[config.mk]
export PLATFORM = sky130hd
export DESIGN_NAME = mem_port_arbiter
export DESIGN_NICKNAME = d
export VERILOG_FILES = /design/src/rtl/memarb_pkg.sv /design/src/rtl/mem_lane_steer.sv /design/src/rtl/mem_port_arbiter.sv
export SDC_FILE = /design/constraint.sdc
export NUM_CORES = 1
export LEC_CHECK = 0
export CAP_MARGIN = 20
export CORE_ASPECT_RATIO = 0.75
export CORE_MARGIN = 3
export CORE_UTILIZATION = 29
export DETAILED_ROUTE_END_ITERATION = 16
export PLACE_DENSITY_LB_ADDON = 0.25
export SLEW_MARGIN = 20
export SYNTH_ARGS = -nofsm -noshare
export SYNTH_HDL_FRONTEND = slang
export SYNTH_HIERARCHICAL = 1
export SYNTH_SLANG_ARGS = --single-unit
[constraint.sdc]
create_clock -name clk_i -period 3.67 [get_ports clk_i]
set_clock_uncertainty 0.1 [all_clocks]
set_input_delay 0.734 -clock clk_i [delete_from_list [all_inputs] [get_ports clk_i]]
set_output_delay 0.734 -clock clk_i [all_outputs]
set_load 0.02 [all_outputs]
[src/rtl/memarb_pkg.sv]
// Shared types and helpers for the fetch/data memory port arbiter.
// The optional fetch-fairness counter is enabled by defining MEMARB_FAIRNESS_EN.
package memarb_pkg;

  typedef enum logic [1:0] {
    IDLE = 2'd0,
    BUSY = 2'd1,
    RESP = 2'd2
  } state_t;

  typedef enum logic {
    OWN_IF = 1'b0,
    OWN_D  = 1'b1
  } owner_t;

  localparam logic [1:0] W_BYTE = 2'b00;
  localparam logic [1:0] W_HALF = 2'b01;
  localparam logic [1:0] W_WORD = 2'b10;

  // An access is misaligned if it does not fit its natural boundary,
  // or if the width code is the reserved one.
  function automatic logic misaligned(input logic [1:0] width, input logic [1:0] lo);
    logic mis;
    case (width)
      W_BYTE:  mis = 1'b0;
      W_HALF:  mis = lo[0];
      W_WORD:  mis = |lo;
      default: mis = 1'b1;
    endcase
    return mis;
  endfunction

endpackage

[src/rtl/mem_lane_steer.sv]
// Combinational byte-lane steering: byte enables, store-data replication,
// load-data lane extraction with sign/zero extension, and misalign detect.
module mem_lane_steer
  import memarb_pkg::*;
(
  input  logic [1:0]  width,
  input  logic [1:0]  addr_lo,
  input  logic        sext,
  input  logic [31:0] wdata,
  input  logic [31:0] rdata,
  output logic [3:0]  be,
  output logic [31:0] wdata_rep,
  output logic [31:0] rdata_ext,
  output logic        misalign
);

  logic [31:0] shifted;

  assign shifted  = rdata >> {addr_lo, 3'b000};
  assign misalign = misaligned(width, addr_lo);

  // Select enables, replicate store data and extend the addressed load lane.
  always_comb begin
    be        = 4'b0000;
    wdata_rep = wdata;
    rdata_ext = rdata;
    case (width)
      W_BYTE: begin
        be        = 4'b0001 << addr_lo;
        wdata_rep = {4{wdata[7:0]}};
        rdata_ext = {{24{sext & shifted[7]}}, shifted[7:0]};
      end
      W_HALF: begin
        be        = 4'b0011 << addr_lo;
        wdata_rep = {2{wdata[15:0]}};
        rdata_ext = {{16{sext & shifted[15]}}, shifted[15:0]};
      end
      W_WORD: begin
        be = 4'b1111;
      end
      default: begin
        be        = 4'b0000;
        rdata_ext = '0;
      end
    endcase
  end

endmodule

[src/rtl/mem_port_arbiter.sv]
// Arbitrates instruction fetch and data accesses onto one variable-latency
// memory port with a req/ack handshake. Data has priority; when
// MEMARB_FAIRNESS_EN is defined, fetch is forced through after STARVE_LIMIT
// consecutive data grants taken while fetch was waiting.
module mem_port_arbiter
  import memarb_pkg::*;
#(
  parameter int ADDR_W       = 32,
  parameter int DATA_W       = 32,
  parameter int STARVE_LIMIT = 4
) (
  input  logic              clk_i,
  input  logic              rst_i,
  input  logic              if_req_i,
  input  logic [ADDR_W-1:0] if_addr_i,
  output logic [DATA_W-1:0] if_rdata_o,
  output logic              if_ack_o,
  input  logic              d_req_i,
  input  logic              d_we_i,
  input  logic [1:0]        d_width_i,
  input  logic              d_sext_i,
  input  logic [ADDR_W-1:0] d_addr_i,
  input  logic [DATA_W-1:0] d_wdata_i,
  output logic [DATA_W-1:0] d_rdata_o,
  output logic              d_ack_o,
  output logic              d_err_o,
  output logic              mem_req_o,
  output logic              mem_we_o,
  output logic [ADDR_W-1:0] mem_addr_o,
  output logic [3:0]        mem_be_o,
  output logic [DATA_W-1:0] mem_wdata_o,
  input  logic [DATA_W-1:0] mem_rdata_i,
  input  logic              mem_ack_i,
  output logic              stall_o
);

  localparam logic [ADDR_W-1:0] WORD_MASK = {{(ADDR_W-2){1'b1}}, 2'b00};

  state_t      state_reg, state_next;
  owner_t      owner_reg;
  logic [1:0]  width_reg;
  logic [1:0]  lo_reg;
  logic        sext_reg;

  logic        is_idle;
  logic        grant_d, grant_if, fetch_turn;
  logic [1:0]  st_width, st_lo;
  logic        st_sext, st_misalign;
  logic [3:0]  st_be;
  logic [31:0] st_wdata, st_rdata;

  assign is_idle = (state_reg == IDLE);

  // While idle the steering looks at the live request; afterwards it uses
  // the fields captured at grant so the load result never depends on inputs.
  assign st_width = is_idle ? d_width_i     : width_reg;
  assign st_lo    = is_idle ? d_addr_i[1:0] : lo_reg;
  assign st_sext  = is_idle ? d_sext_i      : sext_reg;

  mem_lane_steer u_steer (
    .width     (st_width),
    .addr_lo   (st_lo),
    .sext      (st_sext),
    .wdata     (d_wdata_i),
    .rdata     (mem_rdata_i),
    .be        (st_be),
    .wdata_rep (st_wdata),
    .rdata_ext (st_rdata),
    .misalign  (st_misalign)
  );

`ifdef MEMARB_FAIRNESS_EN
  localparam int CNT_W = $clog2(STARVE_LIMIT + 1);
  logic [CNT_W-1:0] starve_cnt_reg;

  assign fetch_turn = (int'(starve_cnt_reg) >= STARVE_LIMIT);

  // Count data grants that overtook a waiting fetch; any fetch grant clears.
  always_ff @(posedge clk_i or negedge rst_i) begin
    if (!rst_i) begin
      starve_cnt_reg <= '0;
    end else if (grant_if) begin
      starve_cnt_reg <= '0;
    end else if (grant_d && if_req_i && !fetch_turn) begin
      starve_cnt_reg <= starve_cnt_reg + 1'b1;
    end
  end
`else
  assign fetch_turn = 1'b0;
`endif

  assign grant_d  = is_idle & d_req_i & ~(fetch_turn & if_req_i);
  assign grant_if = is_idle & if_req_i & ~grant_d;

  assign stall_o = (if_req_i & ~if_ack_o) | (d_req_i & ~d_ack_o);

  // State register.
  always_ff @(posedge clk_i or negedge rst_i) begin
    if (!rst_i) state_reg <= IDLE;
    else        state_reg <= state_next;
  end

  // Next-state logic; misaligned data skips the memory and answers at once.
  always_comb begin
    state_next = state_reg;
    case (state_reg)
      IDLE: begin
        if (grant_d)       state_next = st_misalign ? RESP : BUSY;
        else if (grant_if) state_next = BUSY;
      end
      BUSY:    if (mem_ack_i) state_next = RESP;
      RESP:    state_next = IDLE;
      default: state_next = IDLE;
    endcase
  end

  // Memory-side request registers and requester responses.
  always_ff @(posedge clk_i or negedge rst_i) begin
    if (!rst_i) begin
      owner_reg   <= OWN_IF;
      width_reg   <= '0;
      lo_reg      <= '0;
      sext_reg    <= 1'b0;
      mem_req_o   <= 1'b0;
      mem_we_o    <= 1'b0;
      mem_addr_o  <= '0;
      mem_be_o    <= '0;
      mem_wdata_o <= '0;
      if_ack_o    <= 1'b0;
      if_rdata_o  <= '0;
      d_ack_o     <= 1'b0;
      d_err_o     <= 1'b0;
      d_rdata_o   <= '0;
    end else begin
      if_ack_o <= 1'b0;
      d_ack_o  <= 1'b0;
      d_err_o  <= 1'b0;
      case (state_reg)
        IDLE: begin
          if (grant_d) begin
            owner_reg <= OWN_D;
            width_reg <= d_width_i;
            lo_reg    <= d_addr_i[1:0];
            sext_reg  <= d_sext_i;
            if (st_misalign) begin
              d_ack_o   <= 1'b1;
              d_err_o   <= 1'b1;
              d_rdata_o <= '0;
            end else begin
              mem_req_o   <= 1'b1;
              mem_we_o    <= d_we_i;
              mem_addr_o  <= d_addr_i & WORD_MASK;
              mem_be_o    <= st_be;
              mem_wdata_o <= st_wdata;
            end
          end else if (grant_if) begin
            owner_reg   <= OWN_IF;
            mem_req_o   <= 1'b1;
            mem_we_o    <= 1'b0;
            mem_addr_o  <= if_addr_i & WORD_MASK;
            mem_be_o    <= 4'b1111;
            mem_wdata_o <= '0;
          end
        end
        BUSY: begin
          if (mem_ack_i) begin
            mem_req_o <= 1'b0;
            mem_we_o  <= 1'b0;
            if (owner_reg == OWN_D) begin
              d_ack_o   <= 1'b1;
              d_rdata_o <= st_rdata;
            end else begin
              if_ack_o   <= 1'b1;
              if_rdata_o <= mem_rdata_i;
            end
          end
        end
        default: ;
      endcase
    end
  end

endmodule

==> impl.org <==
** STA
- Final slew viol count :: 0
- Final sum of negative setup slack :: 0 ns
- Transition time of the tightest slew-check pin :: 0.7174 ns
- After layout, the minimum clock period comes to 3.068 ns.
- Hold timing on the final database bottoms out at a slack of 0.2228 ns.
- For this run, the top clock speed supported by timing is 0.3260 GHz.
- Setup slack on the critical path of the routed design comes to 0.6023 ns.
- Period Utilization, post-route :: 83.59%
- The final hold violation count is 0.
- Headroom to the max-slew limit :: 52.07%
- Setup repair after global routing left no endpoint under its margin.
- Setup violations remaining at the end of the flow were counted as 0.

** Yosys
- Synthesis instantiated 39 different standard cells from the library.
- Post-synthesis cell count :: 528
- During synthesis, Yosys emitted a total of 6 warnings.
- The most used flip-flop cell after synthesis is sky130_fd_sc_hd__dfrtp_1.
- In the synthesized netlist the async set-or-reset flop fraction comes to 100.0%.
- Synth cell count leaders :: sky130_fd_sc_hd__dfrtp_1, sky130_fd_sc_hd__mux2_2, sky130_fd_sc_hd__a22o_1, sky130_fd_sc_hd__nand2_1, sky130_fd_sc_hd__o21ai_0
- The synthesized design devotes to its leading area cell type 52.22% of total area.
- Most frequent cell after synthesis :: sky130_fd_sc_hd__dfrtp_1
- Register area share after synthesis :: 52.22%
- Top cell type by total area after synthesis :: sky130_fd_sc_hd__dfrtp_1
- Dividing the synthesized area by the synthesized cell count gives 12.98 sq um.
- Number of flops mapped to enable cells by yosys :: 0
- Top cells by area, synth :: sky130_fd_sc_hd__dfrtp_1, sky130_fd_sc_hd__mux2_2, sky130_fd_sc_hd__a22o_1
- Counting flops and latches in the post-synthesis netlist gives 143.
- After synthesis the cells add up to 6853 sq um.

** Clocking
- CTS placed an instance of sky130_fd_sc_hd__clkbuf_16 at the clock tree root.
- After clock tree synthesis, the repair step resized 0 gates.
- The clock tree synthesis step divided the H-tree into 4 levels.
- Hold repair after CTS inserted 0 buffers.
- TritonCTS built the clock tree.
- Setup repair bufs after CTS :: 0
- Counting along the longest clock path gives a buffer depth of 2.
- After clock tree synthesis, the clock-pin slew on the worst setup and hold paths is 0.06 ns.
- Total CTS buffers :: 17
- CTS Sinks :: 143
- Worst-skew pair later-pin latency :: 0.41 ns

** Route
- Remaining DRCs :: 0
- The detailed router put a total of 9.377 mm of wire on met1.
- For this run, the detailed router's first-pass iteration total came to 4.
- Routed wl met2 :: 10.39 mm
- Wires add up to 21.63 mm.
- After detailed routing, the number of vias per cell comes to 4.856.
- Detailed routing placed a total of 1.561 mm of wire on met3.
- In this run, the number of DRC markers left after iteration 0 of detailed routing was 280.
- WL per Instance :: 19.71 um
- Number of vias after detailed routing :: 5,327
- Antenna violation net count after detailed routing :: 0
- Uppermost signal routing layer after detailed routing :: met4

** Place
- OpenSTA, run right after detailed placement, puts the worst setup slack at 0.3713 ns.
- Total half-perimeter wirelength after legalization and detailed placement :: 15.62 mm
- The congestion estimate from routability-driven global placement came to 0.7840.
- Once placement finished, the instance area stood at 9791 sq um.
- Number of input and output port buffers inserted :: 270
- Placed cell count :: 1,066

** Cells and area
- The largest registers in the layout are d_rdata_o: 32 flops, if_rdata_o: 32 flops, mem_wdata_o: 32 flops.
- Share of the core filled with cells :: 45.19%
- Count of non-filler cells in the finished layout :: 1,097
- The repair_antennas step left the layout with diodes totalling 0.
- In the final design database the tool counted 922 nets.
- The layout has 2,123 filler cells.
- Layout-stage area growth over the synthesis result :: 52.49%
- In the final layout, the share of cells above drive strength 1 is 22.84%.
- Final design area excluding fillers :: 10,450 sq um

** Setup path
- By instance count, the cell type seen most on the critical path is sky130_fd_sc_hd__mux2_2.
- Together, buffers and inverters on the worst path number 1.
- Critical path class :: reg2reg
- Critical-path top delay cell :: sky130_fd_sc_hd__mux2_2
- List of cells traversed by the critical path :: nor2_2, mux2_2, nor3_1, nor2_1, nor2b_1, o21a_1, buf_12, mux2_2
- On the critical path the largest part of the delay comes from simple AND/OR/NAND/NOR gates.
- Delay contributed by the slowest stage of the critical path :: 0.51 ns
- For the worst setup path, the data required time is 3.86 ns.
- Worst Setup Start Kind :: register
- Of all nets on the critical path, the largest fanout is 30.
- STA classifies the critical path endpoint as a register.
- Critical path data arrival time :: 3.26 ns

** Floorplanning
- Core Footprint :: 23,120 sq um
- Placement row count :: 48
- Initial Utilization :: 29.64%
- Die area :: 25,530 sq um
- For this design the top-level I/O count stands at 275.
- The die is 139.1 um tall.
- In this run the horizontal extent of the chip is 183.5 um.

** Status
- Outcome :: completed

** Global route
- Antenna violations before repair :: 0
- After global routing the overflow that remains totals 0.
- The first global-routing pass estimated 34.08 mm of wire.
- Overall routing resource usage :: 17.13%
- Largest net degree at the start of global routing :: 76
- Vias in the first global route :: 5,791

** Pwr
- The design draws 9.912 mW.
- P_leak :: 4.476 nW
- Cell Pwr Density :: 948.5 nW/um^2
- Worst VDD drop :: 0.5250 mV

** Worst hold path
- The worst hold path belongs to the class in2async.

** Job
- Max-capacitance violation count :: 0
==> worst reg2reg max path, delay by kind of cell (launching register included) <==
| family | cells | cell delay [ns] |
|---|---|---|
| buf+inv | 1 | 0.23 |
| mux | 2 | 0.89 |
| simple gates | 4 | 0.90 |
| flops | 1 | 0.47 |
| compound gates | 1 | 0.35 |
==> layer usage <==
layer / GRT usage [%] / up-vias
met3: 3.880 / 19
met4: 5.369 / 0
met5: 0 / -
li1: - / 2466
met2: 28.21 / 170
met1: 22.49 / 2672
==> where the power goes <==
group          internal (mW)  leakage (nW)  switching, mW  total [mW]
clock                   1.29         0.324          0.671        1.96
combinational           2.62          2.37           2.61        5.24
sequential              2.30          1.79          0.412        2.72
total                   6.22          4.48           3.70        9.91
==> path summary, 6_finish.rpt <==
kind                           startpoint         endpoint  slack [ns]  cells past startpoint
setup / recovery             state_reg[0]   mem_addr_o[31]        0.60                      8
hold / removal                      rst_i  mem_wdata_o[19]        0.22                      1
setup reg to reg             state_reg[0]   mem_addr_o[31]        0.60                      8
hold reg to reg            mem_addr_o[28]   mem_addr_o[28]        0.39                      1
max in group asynchronous           rst_i    d_rdata_o[19]        2.38                      2
min in group clk_i         mem_addr_o[28]   mem_addr_o[28]        0.39                      1
==> logic make-up (layout without fill, tap and decap cells) <==
family                 count (synthesis)  count (layout)  synth area share (%)
AO/OA/AOI/OAI                        138             138                 16.09
AND/OR/NAND/NOR                       52              52                 3.944
buffers and inverters                 55             323                 4.911
multiplexers                         139             139                 22.79
other                                  1               2               0.05472
flip-flops                           143             143                 52.22
==> cell usage in the layout (no fill, tap or decap), types with 3 or more instances in the layout <==
| cell | netlist | final |
|---|---|---|
| sky130_fd_sc_hd__a21o_1 | 14 | 14 |
| sky130_fd_sc_hd__a21o_2 | 3 | 3 |
| sky130_fd_sc_hd__a21oi_1 | 4 | 4 |
| sky130_fd_sc_hd__a221o_1 | 8 | 8 |
| sky130_fd_sc_hd__a22o_1 | 71 | 71 |
| sky130_fd_sc_hd__a22oi_1 | 7 | 7 |
| sky130_fd_sc_hd__buf_4 | 15 | 16 |
| sky130_fd_sc_hd__bufinv_16 | 0 | 6 |
| sky130_fd_sc_hd__clkbuf_16 | 0 | 17 |
| sky130_fd_sc_hd__clkdlybuf4s50_1 | 0 | 269 |
| sky130_fd_sc_hd__clkinv_2 | 0 | 3 |
| sky130_fd_sc_hd__dfrtp_1 | 143 | 143 |
| sky130_fd_sc_hd__inv_1 | 4 | 4 |
| sky130_fd_sc_hd__mux2_1 | 4 | 4 |
| sky130_fd_sc_hd__mux2_2 | 122 | 122 |
| sky130_fd_sc_hd__mux2i_1 | 12 | 12 |
| sky130_fd_sc_hd__nand2_1 | 24 | 24 |
| sky130_fd_sc_hd__nand2b_1 | 4 | 4 |
| sky130_fd_sc_hd__nor2_1 | 7 | 7 |
| sky130_fd_sc_hd__nor2b_1 | 6 | 6 |
| sky130_fd_sc_hd__o21ai_0 | 19 | 19 |
| sky130_fd_sc_hd__o22a_1 | 4 | 4 |
==> layout make-up <==
cell class	count	area, sq um	area share, %
clock inverter	11	212.7	2.035
inverter	4	15.01	0.1437
sequential	143	3578	34.24
multi-input combinational	331	2958	28.30
clock buffer	20	446.7	4.274
tap	300	375.4	3.592
timing repair buffer	288	2864	27.41
(Power assumes the default switching activity.)
